`src/rtl/microcode_sequencer.sv`:
```
// Two-phase microcode sequencer: fetches a 16-bit control word from a pair of
// ROMs addressed by {IR, STEP, FL}, then applies its END/IR_LOAD/HALT_REQ bits.
module microcode_sequencer (
    input  logic        CLK,
    input  logic        RST,
    input  logic [7:0]  IR_IN,
    input  logic        FLAG,
    input  logic [7:0]  D0,
    input  logic [7:0]  D1,
    output logic [12:0] A,
    output logic        nCE,
    output logic        nOE,
    output logic        nWE,
    output logic [15:0] CW,
    output logic        CW_VALID,
    output logic        HALT,
    output logic        OVF,
    output logic [3:0]  STEP
);

    typedef enum logic [1:0] {
        S_IDLE   = 2'd0,
        S_READ   = 2'd1,
        S_EXEC   = 2'd2,
        S_HALTED = 2'd3
    } state_t;

    state_t      r_state;
    state_t      w_state_nxt;
    logic [7:0]  r_ir;
    logic [3:0]  r_step;
    logic        r_fl;
    logic [15:0] r_cw;
    logic        r_ovf;
    logic        r_nce;
    logic        r_noe;
    logic        r_cw_valid;
    logic        r_halt;
    logic        w_strobe_nxt;
    logic        w_valid_nxt;
    logic        w_halt_nxt;
    logic        w_end;
    logic        w_ir_load;
    logic        w_halt_req;

    assign w_end      = r_cw[15];
    assign w_ir_load  = r_cw[14];
    assign w_halt_req = r_cw[13];

    // Next-state selection and decode of the registered strobes from the next state
    always_comb begin
        w_state_nxt  = r_state;
        w_strobe_nxt = 1'b1;
        w_valid_nxt  = 1'b0;
        w_halt_nxt   = 1'b0;
        case (r_state)
            S_IDLE:   w_state_nxt = S_READ;
            S_READ:   w_state_nxt = S_EXEC;
            S_EXEC: begin
                if (w_halt_req) begin
                    w_state_nxt = S_HALTED;
                end else begin
                    w_state_nxt = S_READ;
                end
            end
            S_HALTED: w_state_nxt = S_HALTED;
            default:  w_state_nxt = S_IDLE;
        endcase
        case (w_state_nxt)
            S_READ:   w_strobe_nxt = 1'b0;
            S_EXEC:   w_valid_nxt  = 1'b1;
            S_HALTED: w_halt_nxt   = 1'b1;
            default:  w_strobe_nxt = 1'b1;
        endcase
    end

    // State register and registered ROM strobes / status outputs
    always_ff @(posedge CLK or posedge RST) begin
        if (RST) begin
            r_state    <= S_IDLE;
            r_nce      <= 1'b1;
            r_noe      <= 1'b1;
            r_cw_valid <= 1'b0;
            r_halt     <= 1'b0;
        end else begin
            r_state    <= w_state_nxt;
            r_nce      <= w_strobe_nxt;
            r_noe      <= w_strobe_nxt;
            r_cw_valid <= w_valid_nxt;
            r_halt     <= w_halt_nxt;
        end
    end

    // Datapath: flag latch, control-word capture and microstep/IR update
    always_ff @(posedge CLK or posedge RST) begin
        if (RST) begin
            r_ir   <= 8'h00;
            r_step <= 4'd0;
            r_fl   <= 1'b0;
            r_cw   <= 16'h0000;
            r_ovf  <= 1'b0;
        end else begin
            case (r_state)
                S_IDLE: r_fl <= FLAG;
                S_READ: r_cw <= {D1, D0};
                S_EXEC: begin
                    r_fl <= FLAG;
                    // A halt request freezes IR and STEP at the halting microstep
                    if (!w_halt_req) begin
                        if (w_end) begin
                            r_step <= 4'd0;
                        end else begin
                            r_step <= r_step + 4'd1;
                            if (r_step == 4'd15) begin
                                r_ovf <= 1'b1;
                            end
                        end
                        if (w_ir_load) begin
                            r_ir <= IR_IN;
                        end
                    end
                end
                default: r_cw <= r_cw;
            endcase
        end
    end

    assign A        = {r_ir, r_step, r_fl};
    assign nCE      = r_nce;
    assign nOE      = r_noe;
    assign nWE      = 1'b1;
    assign CW       = r_cw;
    assign CW_VALID = r_cw_valid;
    assign HALT     = r_halt;
    assign OVF      = r_ovf;
    assign STEP     = r_step;

endmodule

```
`config.mk`:
```
export PLATFORM = sky130hd
export DESIGN_NAME = microcode_sequencer
export DESIGN_NICKNAME = d
export VERILOG_FILES = /design/src/rtl/microcode_sequencer.sv
export SDC_FILE = /design/constraint.sdc
export NUM_CORES = 1
export LEC_CHECK = 0
export CAP_MARGIN = 20
export CORE_MARGIN = 4
export CORE_UTILIZATION = 36
export CTS_CLUSTER_DIAMETER = 60
export CTS_CLUSTER_SIZE = 8
export DETAILED_ROUTE_END_ITERATION = 8
export GPL_TIMING_DRIVEN = 0
export PLACE_DENSITY = 0.73
export SLEW_MARGIN = 20
export SYNTH_ARGS = -nofsm -noshare
export SYNTH_HDL_FRONTEND = slang
export SYNTH_SLANG_ARGS = --single-unit
```
`constraint.sdc`:
```
create_clock -name CLK -period 1.7 [get_ports CLK]
set_clock_uncertainty 0.2 [all_clocks]
set_input_delay 0.255 -clock CLK [delete_from_list [all_inputs] [get_ports CLK]]
set_output_delay 0.255 -clock CLK [all_outputs]
set_load 0.03 [all_outputs]
```
# Word level (Yosys, flattened, before mapping)

Index checks and enable logic that the tools add are counted.

Register bits: 35
Input port bits: 27
Output and inout port bits: 39
Word-level logic and storage cells: 30

$add $sub $neg: 1
Equality and inequality tests: 7
Mux-type cells: 6
Bitwise operators: 2
Reduce and logical (&&, ||, !) cells: 5

Operators by type and width:

| kind                  | number |
|---|---|
| $eq A2 B2 Y1 const B  | 4 |
| $pmux W2 S4           | 1 |
| $add A4 B1 Y4 const B | 1 |
| $eq A2 B1 Y1 const B  | 2 |
| $eq A4 B4 Y1 const B  | 1 |
| $mux W4               | 1 |
| $reduce_and A4 Y1     | 1 |
| $mux W1               | 3 |
| $reduce_and A3 Y1     | 1 |
| $logic_not A2 Y1      | 1 |
| $mux W2               | 1 |
| $not A1 Y1            | 2 |
| $reduce_and A2 Y1     | 1 |
| $reduce_or A2 Y1      | 1 |

# Longest topological paths before layout

Word-level depth: 4
Gate-level depth with buffers: 4
Depth with buffers taken out: 4

# Least setup slack after synthesis

Ideal clock, no wire load.

Path kind: reg-to-reg
From: reg r_cw[13], in the netlist CW[13]
To: reg r_ir[0]
Setup time: 0.125 ns
Data arrival time: 1.534 ns
Data required time: 1.375 ns
Setup slack: -0.159 ns
Stages on the path, launching flop included: 5
Path buffers: 1
Period minus slack after synthesis: 1.859 ns
Cell sequence: dfrtp_1 -> or3b_1 -> buf_2 -> nor2_8 -> mux2_2

Cells in the longest elaborated chain, start to end: 2

Ends and longest elaborated chain:

| element                            | line | RTL |
|---|---|---|
| start: declaration                 | 33   | `logic [15:0] r_cw;` |
| start signal: assignment           | 105  | `S_READ: r_cw <= {D1, D0};` |
| start signal: assignment           | 123  | `default: r_cw <= r_cw;` |
| $not A1 Y1 (no source line)        | -    |  |
| $reduce_and A3 Y1 (no source line) | -    |  |
| end signal: assignment             | 97   | `r_ir <= 8'h00;` |
| end signal: assignment             | 119  | `r_ir <= IR_IN;` |
| end: declaration                   | 30   | `logic [7:0] r_ir;` |

No other way between the ends.
A chain may end at the register's enable or synchronous reset.

# Final worst setup path

From: reg r_cw[13], in the netlist CW[13]
To: reg r_ir[7]

Same word-level chain as after synthesis.

==> flow_summary.toml <==
[sta]
tightest_slew_ps = 705
setup_violations = 8
rsz0062_at_grt = "yes"
slew_violations = 0
period_minus_slack_ps = 1720
period_share_pct = 101
fin_setup_tns_ps = -47.8
max_freq_ghz = 0.582
slew_headroom_pct = 53.0
fin_ws_ps = -17.5
hold_violations = 0

[finish]
diodes = 0
final_layout_size_suffix_gt1_share_pct = 33.5
fillCellCount = 320
final_cell_mix = "dfrtp_1, dlygate4sd2_1, clkdlybuf4s50_1"
final_common_cell = "dfrtp_1"
synthToLayoutAreaGrowth_pct = 59.2
register_area_um2 = 878
fin_util_pct = 60.0
nets = 197
multiInputGateArea_um2 = 473

[routing]
num_vias = 994
ant_nets = 0
drc_errors = 0
via_per_inst = 4.56
drtIter0Drc = 46
dr.pass1.iters = 2
wirelength_um = 3050
routedWlPerCell_um = 14.0

[synthesis]
yosys_warnings = 0
yosysSeqAreaShare_pct = 63.1
syn_area_um2 = 1390
yosysTopAreaCell = "dfrtp_1"
ys_ff_latch = 35
synth.net_count = 122
ys_top_cells_by_area = "dfrtp_1, mux2_2, buf_4, dfstp_2, o21ai_0"
syn_avg_cell_area_um2 = 14.8
syn_inst = 94
yosysTopAreaCellShare_pct = 61.2
synth.distinct_cells = 20

[grt]
grt_max_degree = 36
grt_overflow = 0
antenna_found_initial = 0
grt_pass1_wl_um = 5040
track_usage_pct = 13.1
grt_pass1_vias = 1116

[die]
die_h_um = 70.1
dieArea_um2 = 4920
initial_core_util_pct = 37.7
coreArea_um2 = 3690
row_count = 22
die_w_um = 70.1
io_pins = 66

[worst_setup_path]
critPathMaxFanout = 8
critPathTopFamily = "simple AND/OR/NAND/NOR gates"
arrival_ps = 1690
crit_buf_inv = 0
crit_path_end_kind = "flip-flop"
rrSetupSlack_ps = -20
worstRegToRegCells = 3
reg2reg_to = "r_ir[7]$_DFFE_PP0P_"
start_kind = "flip-flop"
critPathMaxStageDelay_ps = 440
startpoint = "CW[13]$_DFFE_PP0N_"
cp_slowest_cell = "or3b_4"
path_cells = "or3b_4 > nor2_8 > mux2_4"
cp-endpoint = "r_ir[7]$_DFFE_PP0P_"
critPathKind = "flip-flop to flip-flop"
cp.depth = 3
cp.required_ps = 1670
rr_startpoint = "CW[13]$_DFFE_PP0N_"

[job]
drv_cap = 0

[clocking]
tritoncts.num_buffers = 5
clock_path_buffers = 2
cts_tree = "yes"
clk_pin_slew_ps = 70
hold_buffers = 0
clock-root-buffer = "clkbuf_8"
clkSinkCount = 35
clock_latency_ps = 290
htreeDepth = 2

[placed_design]
dp_hpwl_um = 2310
place_ws_ps = -131
io_buffers = 64
gp_congestion = 0.718

[status]
violations = "setup timing"
status = "complete, but fails checks"

[pwr]
p_leak_uw = 0.00107
irDropWorstVdd_mv = 0.695
power_density_nw_per_um2 = 985
fin_total_pwr_uw = 2180

[min_path]
hold_path_class = "input port to asynchronous set/reset pin"
## report_power, final
group | internal [µW] | switching, µW
Clock | 286 | 296
Combinational | 266 | 336
Sequential | 933 | 64.0
Total | 1490 | 696
## worst reg2reg max path: cells and delay by family, from the launching register on
kind / cells / cell delay [ps]
muxes: 1 / 330
and+or+nand+nor: 2 / 670
DFF: 1 / 410
## area by class of cell
cell class / count / area share [%]
repair buffers: 70 / 29.2
clock inverters: 2 / 0.565
clock buffers: 6 / 3.28
inverters: 3 / 0.509
well taps: 48 / 2.71
plain buffers: 8 / 2.71
multi-input cells: 46 / 21.4
flip-flops and latches: 35 / 39.7
## metrics by stage
| step | std cells | hold slack [ps] | instance area [µm²] |
|---|---|---|---|
| after detailed placement | 206 | 260 | 2100 |
| after CTS | 219 | 217 | 2210 |
| after global placement | 206 | 262 | 2100 |
| final | 218 | 196 | 2210 |
| after floorplan | 94 | 205 | 1400 |
| after global routing | 218 | 265 | 2210 |
## metal layers
layer	share of wire (%)	up-vias	track usage [%]	routed length (µm)
li1	-	467	-	-
met1	36	479	12.3	1110
met2	49	44	22.9	1500
met3	13	4	9.06	408
met4	1.1	0	3.83	35
met5	0	-	0	0
## cells by family (layout without fill, tap and decap cells)
family | Yosys count | count (layout) | synth area share (%)
AOI/OAI and AO/OA | 9 | 9 | 4.14
adders and majority gates | 1 | 1 | 0.900
buffers and inverters | 13 | 89 | 5.67
DFF | 35 | 35 | 63.1
muxes | 26 | 26 | 21.1
other | 1 | 1 | 0.270
and+or+nand+nor | 9 | 9 | 4.86
## worst min path at each step
| stage | from | endpoint | cells after the start |
|---|---|---|---|
| finish | RST | CW[3]$_DFFE_PP0N_ | 2 |
| global route | RST | r_ir[7]$_DFFE_PP0P_ | 2 |
| floorplan | RST | CW[0]$_DFFE_PP0N_ | 1 |
| detailed placement | OVF$_DFFE_PP0P_ | OVF$_DFFE_PP0P_ | 1 |
| global placement | OVF$_DFFE_PP0P_ | OVF$_DFFE_PP0P_ | 1 |
| CTS | RST | r_ir[0]$_DFFE_PP0P_ | 2 |
## state kept, by name, indices dropped and copies added (netlist names)
name,cells
r_fl,1
STEP,4
nOE,1
r_ir,8
r_state,2
CW_VALID,1
OVF,1
HALT,1
CW,16
## synth_stat cells
library cell  count
o21ai_0           5
nand4_1           1
dfrtp_1          34
buf_4             7
nand2b_1          2
nor2_8            1
o21a_1            1
nor2_1            1
nor4b_1           1
ha_1              1
dfstp_2           1
nand2_1           2
or3b_1            1
a41o_1            1
conb_1            1
a31oi_1           1
inv_1             3
mux2_2           26
buf_2             3
a21o_2            1
## repair_timing
| action | in CTS | in global routing |
|---|---|---|
| gates resized for setup | 53 | 6 |
| pin swaps | 1 | 2 |
| gates cloned | 0 | 0 |
| endpoints found under the setup margin | 47 | 20 |
| endpoints found under the hold margin | 0 | 0 |
| buffers inserted | 5 | 1 |
Power figures use the tool's default switching activity.
